### src/rtl/spi_reg_responder_if.sv
// SPI pin bundle between an SPI master and the register responder.
interface spi_reg_responder_if;
    logic spi_clk;
    logic cs;
    logic mosi;
    logic miso;

    modport master (output spi_clk, output cs, output mosi, input miso);
    modport slave  (input spi_clk, input cs, input mosi, output miso);
endinterface

### src/rtl/spi_reg_responder.sv
// SPI mode-0 slave register file, oversampled in the clk domain.
// Optional SPI_RESP_ID_EN: shift out ID 8'hA5 on miso during the command byte.
module spi_reg_responder #(
    parameter int unsigned NUM_REGS    = 8,
    parameter int unsigned SYNC_STAGES = 2
) (
    input  logic                 clk,
    input  logic                 reset,
    spi_reg_responder_if.slave   spi,
    output logic [7:0]           reg0_out,
    output logic                 wr_valid,
    output logic [6:0]           wr_addr,
    output logic [7:0]           wr_data
);

    localparam int unsigned LAST = SYNC_STAGES - 1;
`ifdef SPI_RESP_ID_EN
    localparam logic [7:0] RESP_ID = 8'hA5;
`endif

    typedef enum logic [1:0] {IDLE, CMD, DATA} state_t;

    state_t state, state_next;

    logic [SYNC_STAGES-1:0] sclk_sync, cs_sync, mosi_sync;
    logic       sclk_prev, cs_prev;
    logic [6:0] rx_shift;
    logic [7:0] tx_shift;
    logic [2:0] bit_cnt;
    logic       rw;
    logic [6:0] addr;
    logic       miso_q;
    logic [7:0] regs [NUM_REGS];

    logic       sclk_s, cs_s, mosi_s;
    logic       sclk_rise_c, sclk_fall_c, cs_fall_c;
    logic [7:0] rx_byte_c;
    logic [6:0] rd_addr_c;
    logic [7:0] rd_val_c;
    logic       mapped_c;
    logic       enter_cmd_c, cmd_done_c, data_done_c, wr_en_c, shift_out_c;

    // Input synchronizers and edge history
    always_ff @(posedge clk) begin
        if (reset) begin
            sclk_sync <= '0;
            cs_sync   <= '0;
            mosi_sync <= '0;
            sclk_prev <= 1'b0;
            cs_prev   <= 1'b0;
        end else begin
            sclk_sync <= {sclk_sync[SYNC_STAGES-2:0], spi.spi_clk};
            cs_sync   <= {cs_sync[SYNC_STAGES-2:0], spi.cs};
            mosi_sync <= {mosi_sync[SYNC_STAGES-2:0], spi.mosi};
            sclk_prev <= sclk_sync[LAST];
            cs_prev   <= cs_sync[LAST];
        end
    end

    // cs history resets low so a frame already in progress at reset is never picked up mid-way
    assign sclk_s      = sclk_sync[LAST];
    assign cs_s        = cs_sync[LAST];
    assign mosi_s      = mosi_sync[LAST];
    assign sclk_rise_c = sclk_s & ~sclk_prev;
    assign sclk_fall_c = ~sclk_s & sclk_prev;
    assign cs_fall_c   = ~cs_s & cs_prev;
    assign rx_byte_c   = {rx_shift, mosi_s};
    assign mapped_c    = (32'(addr) < NUM_REGS);
    assign rd_addr_c   = cmd_done_c ? rx_byte_c[6:0] : 7'(addr + 7'd1);

    // Register read mux; unmapped addresses read as zero
    always_comb begin
        rd_val_c = 8'h00;
        for (int unsigned i = 0; i < NUM_REGS; i++) begin
            if (rd_addr_c == 7'(i)) rd_val_c = regs[i];
        end
    end

    always_ff @(posedge clk) begin
        if (reset) state <= IDLE;
        else       state <= state_next;
    end

    // Next state and datapath strobes; a completed byte commits even when cs rises alongside it
    always_comb begin
        state_next  = state;
        enter_cmd_c = 1'b0;
        cmd_done_c  = 1'b0;
        data_done_c = 1'b0;
        wr_en_c     = 1'b0;
        shift_out_c = 1'b0;
        case (state)
            IDLE: begin
                if (cs_fall_c) begin
                    state_next  = CMD;
                    enter_cmd_c = 1'b1;
                end
            end
            CMD: begin
`ifdef SPI_RESP_ID_EN
                shift_out_c = sclk_fall_c;
`endif
                if (sclk_rise_c && bit_cnt == 3'd7) begin
                    cmd_done_c = 1'b1;
                    state_next = DATA;
                end
                if (cs_s) state_next = IDLE;
            end
            DATA: begin
                shift_out_c = sclk_fall_c;
                if (sclk_rise_c && bit_cnt == 3'd7) begin
                    data_done_c = 1'b1;
                    wr_en_c     = ~rw & mapped_c;
                end
                if (cs_s) state_next = IDLE;
            end
            default: state_next = IDLE;
        endcase
    end

    // Shift registers, address tracking, miso and write-commit outputs
    always_ff @(posedge clk) begin
        if (reset) begin
            rx_shift <= '0;
            tx_shift <= '0;
            bit_cnt  <= '0;
            rw       <= 1'b0;
            addr     <= '0;
            miso_q   <= 1'b0;
            wr_valid <= 1'b0;
            wr_addr  <= '0;
            wr_data  <= '0;
        end else begin
            wr_valid <= wr_en_c;
            if (wr_en_c) begin
                wr_addr <= addr;
                wr_data <= rx_byte_c;
            end
            if (state_next == IDLE) begin
                miso_q   <= 1'b0;
                tx_shift <= '0;
                bit_cnt  <= '0;
            end else begin
                if (enter_cmd_c) begin
`ifdef SPI_RESP_ID_EN
                    miso_q   <= RESP_ID[7];
                    tx_shift <= {RESP_ID[6:0], 1'b0};
`else
                    miso_q   <= 1'b0;
                    tx_shift <= '0;
`endif
                end
                if (sclk_rise_c && state != IDLE) begin
                    rx_shift <= rx_byte_c[6:0];
                    bit_cnt  <= 3'(bit_cnt + 3'd1);
                end
                if (shift_out_c) begin
                    miso_q   <= tx_shift[7];
                    tx_shift <= {tx_shift[6:0], 1'b0};
                end
                if (cmd_done_c) begin
                    rw       <= rx_byte_c[7];
                    addr     <= rx_byte_c[6:0];
                    tx_shift <= rx_byte_c[7] ? rd_val_c : 8'h00;
                end
                if (data_done_c) begin
                    addr <= 7'(addr + 7'd1);
                    if (rw) tx_shift <= rd_val_c;
                end
            end
        end
    end

    // Register file
    always_ff @(posedge clk) begin
        for (int unsigned i = 0; i < NUM_REGS; i++) begin
            if (reset)                             regs[i] <= 8'h00;
            else if (wr_en_c && addr == 7'(i))     regs[i] <= rx_byte_c;
        end
    end

    assign reg0_out = regs[0];
    assign spi.miso = miso_q;

endmodule

### src/flat_wrapper.sv
// flat-port wrapper written by rule: the top's interface ports become plain ports
module spi_reg_responder_flat 
#(
    parameter int unsigned NUM_REGS    = 8,
    parameter int unsigned SYNC_STAGES = 2
)
  (clk, reset, reg0_out, wr_valid, wr_addr, wr_data, spi_spi_clk, spi_cs, spi_mosi, spi_miso);
  spi_reg_responder_if spi_i ();
  input  logic clk;
  input  logic reset;
  output logic [7:0] reg0_out;
  output logic wr_valid;
  output logic [6:0] wr_addr;
  output logic [7:0] wr_data;
  input wire logic [$bits(spi_i.spi_clk)-1:0] spi_spi_clk;
  input wire logic [$bits(spi_i.cs)-1:0] spi_cs;
  input wire logic [$bits(spi_i.mosi)-1:0] spi_mosi;
  output wire logic [$bits(spi_i.miso)-1:0] spi_miso;
  assign spi_i.spi_clk = spi_spi_clk;
  assign spi_i.cs = spi_cs;
  assign spi_i.mosi = spi_mosi;
  assign spi_miso = spi_i.miso;
  spi_reg_responder #(.NUM_REGS(NUM_REGS), .SYNC_STAGES(SYNC_STAGES)) u_core (.clk(clk), .reset(reset), .spi(spi_i), .reg0_out(reg0_out), .wr_valid(wr_valid), .wr_addr(wr_addr), .wr_data(wr_data));
endmodule
### config.mk
export PLATFORM = sky130hd
export DESIGN_NAME = spi_reg_responder_flat
export DESIGN_NICKNAME = d
export VERILOG_FILES = /design/src/rtl/spi_reg_responder_if.sv /design/src/rtl/spi_reg_responder.sv /design/src/flat_wrapper.sv
export SDC_FILE = /design/constraint.sdc
export NUM_CORES = 1
export LEC_CHECK = 0
export ABC_AREA = 1
export CORE_ASPECT_RATIO = 0.8
export CORE_MARGIN = 1.5
export CORE_UTILIZATION = 29
export CTS_BUF_LIST = sky130_fd_sc_hd__clkbuf_8 sky130_fd_sc_hd__clkbuf_16
export DETAILED_ROUTE_END_ITERATION = 8
export GPL_ROUTABILITY_DRIVEN = 0
export MAX_ROUTING_LAYER = met4
export PLACE_DENSITY = 0.55
export SYNTH_ARGS = -nofsm -noshare
export SYNTH_HDL_FRONTEND = slang
export SYNTH_SLANG_ARGS = --single-unit
### constraint.sdc
create_clock -name clk -period 2.9 [get_ports clk]
set_clock_uncertainty 0.2 [all_clocks]
set_input_delay 0.435 -clock clk [delete_from_list [all_inputs] [get_ports clk]]
set_output_delay 0.435 -clock clk [all_outputs]
set_load 0.01 [all_outputs]
Yosys cells after proc, flatten, opt, wreduce, memory -nomap -nowiden
Memories as Yosys holds them, arrays and structs flattened.
Cells that the tools add are included.
{ "classes": {"addsub": 2, "n_lt_le_gt_ge": 1, "n_eq_ne": 17, "n_mux": 66, "n_bitwise": 17, "n_reduce_logical": 21} }
{ "ops": {"columns": ["cell", "count"], "rows": [
  ["$mux 8", 22],
  ["$eq 7x3->1 const B", 8],
  ["$mux 1", 36],
  ["$eq 7x2->1 const B", 4],
  ["$mux 7", 3],
  ["$eq 7x1->1 const B", 2],
  ["$logic_not 7->1", 2],
  ["$logic_and 1x1->1", 10],
  ["$mux 2", 4],
  ["$or 1x1->1", 8],
  ["$add 7x1->7 const B", 1],
  ["$lt 7x4->1 const B", 1],
  ["$pmux 2 s3", 1],
  ["$reduce_and 2->1", 3],
  ["$reduce_bool 2->1", 3],
  ["$not 1->1", 5],
  ["$and 1x1->1", 4],
  ["$logic_not 2->1", 2],
  ["$add 3x1->3 const B", 1],
  ["$eq 3x3->1 const B", 1],
  ["$eq 2x1->1 const B", 1],
  ["$eq 2x2->1 const B", 1],
  ["$reduce_or 2->1", 1]
]} }
{ "word_totals": {"reg_bits": 53, "ramBits": 64, "inputBits": 5, "out_inout_bits": 25, "wordCells": 140, "mem_count": 1} }
{ "memory_table": {"columns": ["name", "words", "width", "read_ports", "rd_clocked_by_memory_dff", "write_ports", "line_no", "source"], "rows": [
  ["u_core.regs", 8, 8, 8, 0, 8, "spi_reg_responder.sv:33", "logic [7:0] regs [NUM_REGS];"]
]} }

Depth between registers and ports, before layout
{ "logic_depth": {"ltp_word": 19, "mapped_depth": 18, "mapped_depth_nobuf": 17} }

Worst setup path before layout
OpenSTA, ideal clock, no wires.
{ "synth_path": {"kind": "register to register", "start": "reg u_core.bit_cnt[0]", "end": "mem u_core.regs[7][0], in the netlist u_core.regs[1][24], enable pin", "setup_ns": 0.387, "t_arrival_ns": 2.452, "t_required_ns": 2.313, "slack_ns": -0.138, "path_stages_with_launch": 11, "path_buffers": 0, "synth_period_minus_slack_ns": 3.038, "cell_sequence": "dfxtp_1 ha_1 ha_1 nand3_4 nor2_4 inv_2 nor4_4 inv_2 nor2_8 inv_2 o31ai_1"} }
{ "synth_rtl": {"columns": ["element", "line_no", "source"], "rows": [
  ["start, declared", "spi_reg_responder.sv:29", "logic [2:0] bit_cnt;"],
  ["start signal, assigned", "spi_reg_responder.sv:155", "bit_cnt <= 3'(bit_cnt + 3'd1);"],
  ["end, declared", "spi_reg_responder.sv:33", null]
]} }

==> impl_metrics.env <==
export IMPL_synth_ff_type="edfxtp_1"
export IMPL_drive_above_1_share_pct=15.2
export IMPL_p_seq_share_pct=44.1
export IMPL_placed_area_um2=5980
export IMPL_met2_usage_pct=22.8
export IMPL_start_util_pct=29.7
export IMPL_syn_nets=618
export IMPL_min_path_type="flop to flop"
export IMPL_min_delay_start="u_core.cs_sync[0]"
export IMPL_cts_buffer_depth=2
export IMPL_report_final_hold_viol_count=0
export IMPL_regToRegStartpoint="u_core.bit_cnt[0]"
export IMPL_final_max_slew_viol_count=0
export IMPL_min_period_over_period_pct=95.3
export IMPL_vias_per_cell=4.84
export IMPL_swShare_pct=20.0
export IMPL_drtIter0Drc=436
export IMPL_fin_cells=899
export IMPL_synthAdderAreaFrac_pct=1.39
export IMPL_gr_usage_met1_pct=21.2
export IMPL_synth_xor_area_share_pct=0
export IMPL_synth_warnings=0
export IMPL_routed_via_count=4352
export IMPL_vdd_drop_max_mv=0.464
export IMPL_clock_latency_ps=420
export IMPL_clock_sinks=117
export IMPL_port_buffers=29
export IMPL_muxShareOfSynthArea_pct=0
export IMPL_cts_reportedPaths_clkPinSlew_ps=50
export IMPL_worst_endpoint_arrival_ps=2690
export IMPL_synth_top_family_by_area="simple AND/OR/NAND/NOR gates"
export IMPL_yosys_top_cells_area="edfxtp_1, dfxtp_1, nor2_1"
export IMPL_post_route_util_pct=36.9
export IMPL_finalSetupTns_ps=0
export IMPL_r2r_cells=11
export IMPL_p_total_mw=4.12
export IMPL_power_per_cell_area_nw_per_um2=614
export IMPL_max_stage_delay_ps=340
export IMPL_grt_max_degree=46
export IMPL_hold_buffers=0
export IMPL_use_met3_pct=3.95
export IMPL_worstMarginPinSlew_ps=592
export IMPL_holdWs_ps=199
export IMPL_switchingPower_mw=0.823
export IMPL_clock_power_share_pct=53.4
export IMPL_status="complete, no violations"
export IMPL_antenna_found_initial=0
export IMPL_cp_required_ps=2820
export IMPL_holdPathStages=2
export IMPL_cap_violations=0
export IMPL_postSynthAreaPerCell_um2=8.89
export IMPL_insertedDiodeCount=0
export IMPL_top_usage_layer="met2"
export IMPL_cp_common_cell="inv_2"
export IMPL_yosysTopAreaCellShare_pct=35.6
export IMPL_dieWidth_um=156
export IMPL_grt_pass1_vias=4078
export IMPL_dp_slack_ps=57.7
export IMPL_track_usage_pct=15.7
export IMPL_rrSetupSlack_ps=140
export IMPL_design_area_um2=6710
export IMPL_setup_slack_ps=137
export IMPL_worst_r2r_endpoint="u_core.regs[1][30]"
export IMPL_drc=0
export IMPL_synth_area_leader_cell="edfxtp_1"
export IMPL_leakage_nw=2.48
export IMPL_place_hpwl_mm=9.90
export IMPL_worstPathMaxFanout=10
export IMPL_syn_to_final_growth_pct=24.4
export IMPL_fin_crit_ps=2760
export IMPL_synth_compound_area_share_pct=10.7
export IMPL_fmaxAchievable_mhz=362
export IMPL_synth_seq_cells=117
export IMPL_cts_made_buffers=17
export IMPL_cts_tree="done"
export IMPL_netlist_area_um2=5400
export IMPL_rows=44
export IMPL_core_um2=18200
export IMPL_wirelength_mm=14.2
export IMPL_drt_pass1_iterations=5
export IMPL_ios=30
export IMPL_dp_cells=857
export IMPL_wl_per_cell_um=15.8
export IMPL_grt_pass1_wl_mm=22.1
export IMPL_min_to="u_core.cs_sync[1]"
export IMPL_die_area_um2=19400
export IMPL_synth_edff_count=64
export IMPL_cp_cell_sequence="ha_2 -> ha_4 -> nand3_4 -> nor2_4 -> inv_4 -> nor4_4 -> inv_2 -> nor2_8 -> inv_2 -> o31ai_2 -> buf_4"
export IMPL_internal_power_mw=3.30
export IMPL_seq_area_frac_synth_pct=55.3
export IMPL_htreeDepth=4
export IMPL_yosysUniqueCellTypes=41
export IMPL_setup_violations=0
export IMPL_synth_cells=607
export IMPL_end_kind="flop"
export IMPL_die_h_um=125
export IMPL_cts_root_buf="clkbuf_16"
export IMPL_nNetsFinal=667
export IMPL_critPathKind="flop to flop"
export IMPL_globalRoute_totalOverflow=0
export IMPL_slew_headroom_pct=60.5
export IMPL_async_flop_share_pct=0
export IMPL_comb_power_share_pct=2.5
export IMPL_antenna_left=0
export IMPL_critPathLaunchType="flop"
export IMPL_crit_slowest_cell="dfxtp_2"
export IMPL_synthSimpleGateAreaFrac_pct=25.1
[metal layers]
metal | part of all wire (%) | wire (um)
met4 | 1.7 | 244
met3 | 6.5 | 920
met2 | 45 | 6390
met1 | 47 | 6660
met5 | 0 | 0
[logic make-up (layout without fill, tap and decap cells)]
| group | count (synthesis) | count (layout) |
|---|---|---|
| flip-flops | 117 | 117 |
| AND/OR/NAND/NOR | 285 | 286 |
| AO/OA/AOI/OAI | 104 | 104 |
| adder cells (fa/ha/maj) | 6 | 6 |
| buffers and inverters | 95 | 156 |
[area by class of cell]
type / instances / area, um^2
sequential: 117 / 2980
clock inverter: 13 / 166
timing repair buffer: 59 / 528
tap: 230 / 288
inverter: 65 / 246
fill: 1843 / 11500
multi-input combinational: 396 / 2050
clock buffer: 19 / 453
[cells in the mapped netlist, drive strengths merged (2+ instances only)]
| master | n |
|---|---|
| ha | 6 |
| o21bai | 2 |
| nand4 | 14 |
| nor2 | 117 |
| edfxtp | 64 |
| nand3 | 36 |
| dfxtp | 53 |
| inv | 62 |
| nand2 | 111 |
| or2 | 3 |
| o21ai | 45 |
| a21oi | 39 |
| clkbuf | 16 |
| buf | 14 |
| a31oi | 7 |
| clkinv | 3 |
| a22oi | 8 |
[cells in the final DEF (no fill, tap or decap), types with 8 or more instances in the layout]
cell type        count
nor2_1             108
nand2_1            104
edfxtp_1            64
inv_1               56
dfxtp_1             52
o21ai_0             41
a21oi_1             38
nand3_1             33
clkdlybuf4s50_1     29
buf_4               29
clkbuf_16           17
nand4_1             10
inv_2                8
a22oi_1              8
[how the worst max path moves through the flow]
stage / slack [ps] / depth (start not counted) / endpoint / startpoint
final: 140 / 11 / u_core.regs[1][30] / u_core.bit_cnt[0]
after global routing: -8 / 11 / u_core.regs[1][30] / u_core.bit_cnt[1]
after CTS: 20 / 11 / u_core.regs[1][30] / u_core.bit_cnt[0]
after detailed placement: 60 / 11 / u_core.regs[1][18] / u_core.bit_cnt[0]
after global placement: 170 / 14 / u_core.tx_shift[5] / u_core.bit_cnt[0]
after floorplan: -70 / 10 / u_core.regs[1][10] / u_core.bit_cnt[0]
[power by group through the flow]
stage                     clock network, mW  registers [mW]  logic (mW)
after floorplan                           0            1.84      0.0627
after global placement                    0            1.85       0.102
after detailed placement                  0            1.85       0.103
after CTS                              2.23            1.82       0.104
after global routing                   2.30            1.82       0.114
final                                  2.20            1.82       0.104
[state kept, by name (all words and copies together) (netlist names), 2 cells and up]
signal and cells:
u_core.addr 7, u_core.wr_data 8, u_core.state 2, u_core.wr_addr 7, u_core.sclk_sync 2, u_core.cs_sync 2, u_core.rx_shift 7, u_core.regs 64
u_core.mosi_sync 2, u_core.tx_shift 8, u_core.bit_cnt 3
[repair_timing]
| item | CTS | global route |
|---|---|---|
| resized for setup | 0 | 8 |
| setup buffers | 0 | 9 |
| setup endpoints to repair | 0 | 50 |
[critical path: cells and delay by family, from the launching register on]
| kind | cells | cell delay (ps) |
|---|---|---|
| flip-flops | 1 | 340 |
| AND/OR/NAND/NOR | 4 | 820 |
| adder cells (fa/ha/maj) | 2 | 360 |
| buffers and inverters | 4 | 530 |
| AO/OA/AOI/OAI | 1 | 210 |
No activity file was read; power rests on OpenSTA's default activity.
